<file path="src/rtl/branch_predictor_if.sv">
// Branch predictor bundle between the fetch/execute stages and the predictor.
//   master : fetch/EX side. Drives pc_F and the EX resolve fields, reads the lookup result.
//   slave  : predictor side. Reads pc_F and the resolve fields, drives the lookup result.
// Signals:
//   pc_F, prediction_F, target_F, state_F, hit_F : fetch-stage lookup.
//   update_en, pc_EX, taken_EX, target_EX         : execute-stage training.
//   lookup_hits, branches_resolved, mispredicts   : statistics (present only with BPU_STATS_EN).
// Optional feature macro: BPU_STATS_EN.
interface branch_predictor_if #(
  parameter int unsigned PC_W = 10
);
  logic [PC_W-1:0] pc_F;
  logic            prediction_F;
  logic [PC_W-1:0] target_F;
  logic [1:0]      state_F;
  logic            hit_F;
  logic            update_en;
  logic [PC_W-1:0] pc_EX;
  logic            taken_EX;
  logic [PC_W-1:0] target_EX;
`ifdef BPU_STATS_EN
  logic [15:0]     lookup_hits;
  logic [15:0]     branches_resolved;
  logic [15:0]     mispredicts;

  modport master (
    output pc_F, update_en, pc_EX, taken_EX, target_EX,
    input  prediction_F, target_F, state_F, hit_F,
    input  lookup_hits, branches_resolved, mispredicts
  );
  modport slave (
    input  pc_F, update_en, pc_EX, taken_EX, target_EX,
    output prediction_F, target_F, state_F, hit_F,
    output lookup_hits, branches_resolved, mispredicts
  );
`else
  modport master (
    output pc_F, update_en, pc_EX, taken_EX, target_EX,
    input  prediction_F, target_F, state_F, hit_F
  );
  modport slave (
    input  pc_F, update_en, pc_EX, taken_EX, target_EX,
    output prediction_F, target_F, state_F, hit_F
  );
`endif
endinterface

</file>
<file path="src/rtl/branch_predictor.sv">
// Dynamic branch predictor: direct-mapped BTB with a 2-bit saturating counter per entry.
// Lookup at pc_F is purely combinational; training from the execute stage is applied on
// the rising clock edge and is only visible from the following cycle (no bypass).
// Ports:
//   clk : rising-edge clock.
//   rst : asynchronous active-low reset; clears the table and statistics.
//   bp  : branch_predictor_if slave port (lookup, resolve and optional statistics).
// Optional feature macro: BPU_STATS_EN adds saturating 16-bit lookup-hit, resolved-branch
// and mispredict counters.
module branch_predictor #(
  parameter int unsigned PC_W  = 10,
  parameter int unsigned IDX_W = 4
) (
  input logic               clk,
  input logic               rst,
  branch_predictor_if.slave bp
);
  localparam int unsigned Depth = 1 << IDX_W;
  localparam int unsigned TagW  = PC_W - IDX_W;

  // Counter encoding: 00 strong-NT, 01 weak-NT, 10 weak-T, 11 strong-T.
  localparam logic [1:0] CtrReset = 2'b01;
  localparam logic [1:0] CtrAlloc = 2'b10;

  logic            r_valid  [Depth];
  logic [TagW-1:0] r_tag    [Depth];
  logic [PC_W-1:0] r_target [Depth];
  logic [1:0]      r_ctr    [Depth];

  logic [IDX_W-1:0] w_idx_f;
  logic [TagW-1:0]  w_tag_f;
  logic             w_hit_f;
  logic [IDX_W-1:0] w_idx_ex;
  logic [TagW-1:0]  w_tag_ex;
  logic             w_hit_ex;
  logic [1:0]       w_ctr_ex;
  logic [1:0]       w_ctr_nxt;

  // Fetch-side lookup.
  always_comb begin
    w_idx_f = bp.pc_F[IDX_W-1:0];
    w_tag_f = bp.pc_F[PC_W-1:IDX_W];
    w_hit_f = r_valid[w_idx_f] && (r_tag[w_idx_f] == w_tag_f);
  end

  assign bp.hit_F        = w_hit_f;
  assign bp.prediction_F = w_hit_f & r_ctr[w_idx_f][1];
  assign bp.target_F     = w_hit_f ? r_target[w_idx_f] : '0;
  assign bp.state_F      = w_hit_f ? r_ctr[w_idx_f] : 2'b00;

  // Execute-side probe of the pre-update contents.
  always_comb begin
    w_idx_ex = bp.pc_EX[IDX_W-1:0];
    w_tag_ex = bp.pc_EX[PC_W-1:IDX_W];
    w_hit_ex = r_valid[w_idx_ex] && (r_tag[w_idx_ex] == w_tag_ex);
    w_ctr_ex = r_ctr[w_idx_ex];
  end

  // Saturating counter step.
  always_comb begin
    w_ctr_nxt = w_ctr_ex;
    if (bp.taken_EX) begin
      if (w_ctr_ex != 2'b11) w_ctr_nxt = w_ctr_ex + 2'd1;
    end else begin
      if (w_ctr_ex != 2'b00) w_ctr_nxt = w_ctr_ex - 2'd1;
    end
  end

  always_ff @(posedge clk or negedge rst) begin
    if (!rst) begin
      for (int unsigned i = 0; i < Depth; i++) begin
        r_valid[i]  <= 1'b0;
        r_tag[i]    <= '0;
        r_target[i] <= '0;
        r_ctr[i]    <= CtrReset;
      end
    end else if (bp.update_en) begin
      if (w_hit_ex) begin
        r_ctr[w_idx_ex] <= w_ctr_nxt;
        if (bp.taken_EX) r_target[w_idx_ex] <= bp.target_EX;
      end else if (bp.taken_EX) begin
        // Taken miss allocates, evicting any alias at this index.
        r_valid[w_idx_ex]  <= 1'b1;
        r_tag[w_idx_ex]    <= w_tag_ex;
        r_target[w_idx_ex] <= bp.target_EX;
        r_ctr[w_idx_ex]    <= CtrAlloc;
      end
    end
  end

`ifdef BPU_STATS_EN
  logic [15:0] r_lookup_hits;
  logic [15:0] r_branches_resolved;
  logic [15:0] r_mispredicts;
  logic        w_pred_ex;

  // Prediction fetch would have seen for this branch, before this cycle's training.
  assign w_pred_ex = w_hit_ex & w_ctr_ex[1];

  always_ff @(posedge clk or negedge rst) begin
    if (!rst) begin
      r_lookup_hits       <= '0;
      r_branches_resolved <= '0;
      r_mispredicts       <= '0;
    end else begin
      if (w_hit_f && (r_lookup_hits != 16'hFFFF)) r_lookup_hits <= r_lookup_hits + 16'd1;
      if (bp.update_en) begin
        if (r_branches_resolved != 16'hFFFF) begin
          r_branches_resolved <= r_branches_resolved + 16'd1;
        end
        if ((w_pred_ex != bp.taken_EX) && (r_mispredicts != 16'hFFFF)) begin
          r_mispredicts <= r_mispredicts + 16'd1;
        end
      end
    end
  end

  assign bp.lookup_hits       = r_lookup_hits;
  assign bp.branches_resolved = r_branches_resolved;
  assign bp.mispredicts       = r_mispredicts;
`endif

endmodule

</file>
<file path="src/flat_wrapper.sv">
// flat-port wrapper written by rule: the top's interface ports become plain ports
module branch_predictor_flat 
#(
  parameter int unsigned PC_W  = 10,
  parameter int unsigned IDX_W = 4
)
  (clk, rst, bp_pc_F, bp_update_en, bp_pc_EX, bp_taken_EX, bp_target_EX, bp_prediction_F, bp_target_F, bp_state_F, bp_hit_F);
  branch_predictor_if #(.PC_W(PC_W)) bp_i ();
  input logic clk;
  input logic rst;
  input wire logic [$bits(bp_i.pc_F)-1:0] bp_pc_F;
  input wire logic [$bits(bp_i.update_en)-1:0] bp_update_en;
  input wire logic [$bits(bp_i.pc_EX)-1:0] bp_pc_EX;
  input wire logic [$bits(bp_i.taken_EX)-1:0] bp_taken_EX;
  input wire logic [$bits(bp_i.target_EX)-1:0] bp_target_EX;
  output wire logic [$bits(bp_i.prediction_F)-1:0] bp_prediction_F;
  output wire logic [$bits(bp_i.target_F)-1:0] bp_target_F;
  output wire logic [$bits(bp_i.state_F)-1:0] bp_state_F;
  output wire logic [$bits(bp_i.hit_F)-1:0] bp_hit_F;
  assign bp_i.pc_F = bp_pc_F;
  assign bp_i.update_en = bp_update_en;
  assign bp_i.pc_EX = bp_pc_EX;
  assign bp_i.taken_EX = bp_taken_EX;
  assign bp_i.target_EX = bp_target_EX;
  assign bp_prediction_F = bp_i.prediction_F;
  assign bp_target_F = bp_i.target_F;
  assign bp_state_F = bp_i.state_F;
  assign bp_hit_F = bp_i.hit_F;
  branch_predictor #(.PC_W(PC_W), .IDX_W(IDX_W)) u_core (.clk(clk), .rst(rst), .bp(bp_i));
endmodule
</file>
<file path="config.mk">
export PLATFORM = sky130hd
export DESIGN_NAME = branch_predictor_flat
export DESIGN_NICKNAME = d
export VERILOG_FILES = /design/src/rtl/branch_predictor_if.sv /design/src/rtl/branch_predictor.sv /design/src/flat_wrapper.sv
export SDC_FILE = /design/constraint.sdc
export NUM_CORES = 1
export LEC_CHECK = 0
export BUFFER_PORTS_ARGS = -buffer_cell sky130_fd_sc_hd__buf_2
export CORE_ASPECT_RATIO = 2
export CORE_MARGIN = 2
export CORE_UTILIZATION = 50
export DETAILED_ROUTE_END_ITERATION = 12
export HOLD_SLACK_MARGIN = 0.1
export PLACE_DENSITY = 0.66
export SLEW_MARGIN = 15
export SYNTH_ARGS = -nofsm -noshare
export SYNTH_HDL_FRONTEND = slang
export SYNTH_SLANG_ARGS = --single-unit
export TNS_END_PERCENT = 20
</file>
<file path="constraint.sdc">
create_clock -name clk -period 7.1 [get_ports clk]
set_clock_uncertainty 0.05 [all_clocks]
set_input_delay 0.71 -clock clk [delete_from_list [all_inputs] [get_ports clk]]
set_output_delay 0.71 -clock clk [all_outputs]
set_load 0.005 [all_outputs]
</file>
======== Word-level counts from Yosys, hierarchy flattened ========
Cells that the tools add are included.
word-level totals
  register bits ........................... 304
  latch bits .............................. 0
  bits in writable memories ............... 0
  bits in read-only memories .............. 0
  bits of input ports ..................... 34
  output and inout bits ................... 14
  logic and storage cells ................. 127
  memories ................................ 0
cells by class
  add/sub/neg operators ................... 2
  multipliers ............................. 0
  divide/modulo/power cells ............... 0
  magnitude comparators ................... 3
  eq/ne operators ......................... 3
  shifts and indexed selects .............. 0
  muxes and demuxes ....................... 39
  bitwise operators ....................... 8
  reductions and logical operators ........ 8
operators with widths
  operator              count
  $bwmux W160           1
  $bwmux W96            1
  $mux W32              2
  $bmux W6 S4           2
  $bmux W10 S4          1
  $demux W10 S4         1
  $mux W10              4
  $bwmux W32            1
  $or A16 B16 Y16       2
  $mux W6               5
  $demux W6 S4          1
  $mux W2               9
  $and A16 B16 Y16      1
  $bmux W2 S4           2
  $not A16 Y16          1
  $eq A6 B6 Y1          2
  $ge A5 B5 Y1 const B  2
  $not A4 Y5            2
  $bmux W1 S4           2
  $demux W2 S4          1
  $lt A5 B1 Y1 const B  1
  $mux W1               5
  $demux W1 S4          1
  $reduce_and A2 Y1     2
  8 further kinds       11

======== Longest topological paths before layout ========
  word-level depth ........................ 9
  mapped depth ............................ 13
  mapped depth without buffers ............ 7

======== Worst setup path before layout ========
Ideal clock, no wire load.
  path kind ............................... input-to-output
  from .................................... input bp_pc_F[0]
  to ...................................... output bp_state_F[1]
  arrival ................................. 3.431 ns
  required time ........................... 6.340 ns
  setup slack ............................. 2.909 ns
  stages on the path ...................... 9
  buffers on the path ..................... 6
  cells stage by stage .................... buf_2 > buf_6 > buf_2 > buf_1 > buf_2 > mux4_2 > mux4_2 > nor2b_1 > buf_4
on the way
  word-level cells in the longest chain between the ends .. 7
RTL lines
  element                                      RTL line                                        RTL
  start: declaration                           flat_wrapper.sv:11                              input wire logic [$bits(bp_i.pc_F)-1:0] bp_pc_F;
  $not A4 Y5 (not written as such) (*)         branch_predictor.sv:43, branch_predictor.sv:49
  $bmux W6 S4                                  branch_predictor.sv:43                          w_hit_f = r_valid[w_idx_f] && (r_tag[w_idx_f] == w_tag_f);
  $mux W6 (not written as such) (2 in series)  branch_predictor.sv:43
  $eq A6 B6 Y1                                 branch_predictor.sv:43
  $logic_and A1 B1 Y1                          branch_predictor.sv:43
  $mux W2 (*)                                  branch_predictor.sv:49                          assign bp.state_F = w_hit_f ? r_ctr[w_idx_f] : 2'b00;
  end: declaration                             flat_wrapper.sv:18                              output wire logic [$bits(bp_i.state_F)-1:0] bp_state_F;
Mark *: on every way between the ends. The rest lies on a longest branch, timed or not. The select of a mux whose other input is x is not followed.

======== Final worst setup path ========
  from .................................... input bp_pc_F[0]
  to ...................................... output bp_target_F[8]
on the way
  word-level cells in the longest chain between the ends .. 7
RTL lines
  element                                      RTL line                                        RTL
  $not A4 Y5 (not written as such) (*)         branch_predictor.sv:43, branch_predictor.sv:48
  $bmux W6 S4                                  branch_predictor.sv:43
  $mux W6 (not written as such) (2 in series)  branch_predictor.sv:43
  $eq A6 B6 Y1                                 branch_predictor.sv:43
  $logic_and A1 B1 Y1                          branch_predictor.sv:43
  $mux W10 (*)                                 branch_predictor.sv:48                          assign bp.target_F = w_hit_f ? r_target[w_idx_f] : '0;
  end: declaration                             flat_wrapper.sv:17                              output wire logic [$bits(bp_i.target_F)-1:0] bp_target_F;
Marked as above.

==> reports/qor.yml <==
timing:
  finalSetupViolCount: 0
  rsz0062_at_grt: "no"
  fmax_mhz: 207.0
  period_needed_ns: 4.831
  slew_viol_final: 0
  fin_tns_setup_ns: 0
  finalCritPeriodShare_pct: 68.04
  hold_viol_final: 0
  tightest_slew_ns: 1.116
  hold_slack_ns: 0.4252
  relSlewSlack_pct: 25.57
synth:
  synth_commonest_cells: "dfrtp_1 (288), mux2_2 (206), nand2_1 (184)"
  syn-num-nets: 1228
  synth.top_cell.area_share_pct: 45.00
  syn_avg_cell_area_sq_um: 13.41
  synth_seq_cells: 304
  yosysUniqueCellTypes: 54
  synth_area_leaders: "dfrtp_1 (45%), mux4_2 (18%), mux2_2 (14%)"
  yosys.area.top_type: "dfrtp_1"
  yosysSeqAreaShare_pct: 47.63
  syn-cell-area_sq_um: 16010
  synth_edf_count: 0
  synth.most_common_cell: "dfrtp_1"
  yosysWarningCount: 0
  synthCells: 1194
  ys.flop_type: "dfrtp_1"
  synthArstFlopShare_pct: 100.0
clock_tree:
  cts_tree: "yes"
  cts_buffers: 28
  clk_pin_slew_ns: 0.06
  clock_latency_ns: 0.57
  cts_root_buffer: "clkbuf_16"
  htree_levels: 1
  cts_buffer_depth: 3
  clock_sinks: 304
  cts_resized: 0
power_and_ir_drop:
  internal_power_mw: 3.500
  swShare_pct: 28.46
  p_leak_nw: 7.779
  irDropWorstVdd_uv: 224.0
  p_per_area_nw_per_um2: 279.7
  p_seq_share_pct: 47.6
  combPwrFrac_pct: 20.8
  p_sw_mw: 1.392
  power_frac_clock_pct: 31.6
floorplanning:
  start_util_pct: 50.77
  die_h_um: 257.1
  ios: 48
  die-width_um: 130.5
  die_area_sq_um: 33560
  rows: 92
  fp.coreArea_sq_um: 31540
worst_setup_path:
  worstPathRequired_ns: 6.34
  reg2reg_slack_ns: 2.96
  cp_data_arrival_time_ns: 4.07
  rr_startpoint: "u_core.r_tag[25]"
  endpoint_kind: "output pin"
  r2r_cells: 6
  cp_max_fo: 41
  startpoint_type: "input pin"
  rr_endpoint: "u_core.r_tag[4]"
  critPathKind: "input pin to output pin"
run:
  max_cap_viol_count: 0
detailed_routing:
  vias: 10287
  postRouteAntennaNets: 0
  drt_iter0_drc: 718
  wl_um: 45030
  detail_route.first_pass.iterations: 5
  drc_errors: 0
  routed_via_density: 6.269
  wl_per_cell_um: 27.44
global_route:
  grt_overflow: 0
  grtUsageTotal_pct: 27.77
  grt_pass1_wl_um: 68050
  antenna_found_initial: 1
  grt_max_degree: 83
  grt_pass1_vias: 10697
layout:
  area_growth_pct: 9.212
  layout-drive-gt1-share_pct: 41.71
  n_antenna_cell: 0
  postLayoutCoreUtil_pct: 55.45
  nets: 1231
worst_hold_path:
  worstHoldPathCells: 2
  hold_class: "flip-flop to flip-flop"
  holdPathEnd: "u_core.r_target[138]"
  hp-start: "u_core.r_target[138]"
placed_design:
  place_congestion: 0.9235
  hpwlAfterDp_um: 31320
  io_buffers: 47
status:
  status: "completed"
## flip-flops by register name (all words and copies together) (netlist names)
signal,flops
u_core.r_valid,16
u_core.r_tag,96
u_core.r_ctr,32
u_core.r_target,160
## final cells by class
type	count	area, sq um
inverters	23	86.33
multi-input cells	762	7840
clock buffers	40	807.0
fillers	2653	14050
clock inverters	11	113.9
flip-flops and latches	304	7627
repair buffers	78	485.5
well taps	423	529.3
## worst max-delay path: stages
cell and delay, ns:
buf_4 0.65, buf_4 0.54, mux4_2 0.57, mux4_2 0.49
xor2_1 0.16, or4_4 0.53, nor2b_1 0.21, buf_2 0.15
## metrics by stage
| stage | area [sq um] | setup slack (ns) | std cells | total power [mW] |
|---|---|---|---|---|
| floorplan | 16010 | 2.909 | 1194 | 3.030 |
| global placement | 16560 | 2.037 | 1589 | 3.325 |
| detailed placement | 16560 | 2.053 | 1589 | 3.372 |
| CTS | 17490 | 2.212 | 1641 | 4.915 |
| global route | 17490 | 2.073 | 1641 | 5.080 |
| finish | 17490 | 2.269 | 1641 | 4.892 |
## how the worst max path moves through the flow
stage / endpoint / slack, ns / cells after the start / from
5_1_grt: bp_target_F[8] / 2.07 / 8 / bp_pc_F[0]
6_report: bp_target_F[8] / 2.27 / 8 / bp_pc_F[0]
3_3_place_gp: u_core.r_ctr[3] / 2.04 / 9 / bp_pc_EX[1]
4_1_cts: bp_target_F[8] / 2.21 / 8 / bp_pc_F[0]
3_5_place_dp: u_core.r_ctr[1] / 2.05 / 9 / bp_pc_EX[1]
2_1_floorplan: bp_state_F[1] / 2.91 / 9 / bp_pc_F[0]
## what timing repair did
action,CTS,global route
endpoints found under the hold margin,66,0
setup buffers,0,0
hold buffers,1,0
## per-layer routing
layer / track usage [%] / wire length (um) / vias up
met3: 3.077 / 2025 / 138
met5: 0 / 16 / -
li1: - / - / 4367
met4: 17.61 / 3492 / 2
met1: 31.97 / 15520 / 5403
met2: 48.28 / 23980 / 377
## cells in the final DEF (no fill, tap or decap), types with 3 or more instances in the layout
| cell | n |
|---|---|
| inv_1 | 23 |
| dfrtp_1 | 288 |
| o21ai_4 | 15 |
| a311oi_1 | 13 |
| nand4_1 | 3 |
| and2b_1 | 3 |
| mux2_4 | 6 |
| a21oi_1 | 7 |
| mux2_2 | 206 |
| buf_2 | 44 |
| xnor2_1 | 5 |
| a31oi_1 | 5 |
| nand2b_1 | 20 |
| o21ai_0 | 3 |
| clkbuf_16 | 29 |
| nor4_1 | 7 |
| and2_1 | 5 |
| nor3_1 | 3 |
| buf_4 | 32 |
| nor2b_1 | 16 |
| a21o_1 | 12 |
| clkbuf_1 | 7 |
| clkbuf_8 | 4 |
| mux2i_1 | 18 |
| nand3_1 | 16 |
| nor3_2 | 7 |
| a22oi_1 | 3 |
| and3_1 | 3 |
| xor2_1 | 4 |
| nor2_1 | 29 |
| o31a_1 | 8 |
| nand2_1 | 184 |
| a311o_1 | 8 |
| clkinv_2 | 7 |
| dfstp_2 | 16 |
| mux4_2 | 128 |
## power by group through the flow
stage          logic (mW)  clock network, mW  registers (mW)
4_1_cts              1.02               1.57            2.32
3_3_place_gp        0.990                  0            2.34
3_5_place_dp         1.02                  0            2.35
2_1_floorplan       0.800                  0            2.23
6_report             1.02               1.54            2.33
5_1_grt              1.09               1.63            2.36
## kinds of logic (layout without fill, tap and decap cells)
| kind of cell | after synthesis | in the layout | share of synthesized area (%) |
|---|---|---|---|
| multiplexers | 359 | 359 | 34.34 |
| AO/OA/AOI/OAI | 81 | 81 | 4.805 |
| AND/OR/NAND/NOR | 311 | 311 | 8.970 |
| buffers and inverters | 128 | 152 | 3.531 |
| flip-flops | 304 | 304 | 47.63 |
| XOR/XNOR | 10 | 10 | 0.6641 |
| adder cells (fa/ha/maj) | 1 | 1 | 0.06251 |
(Power assumes the default switching activity.)
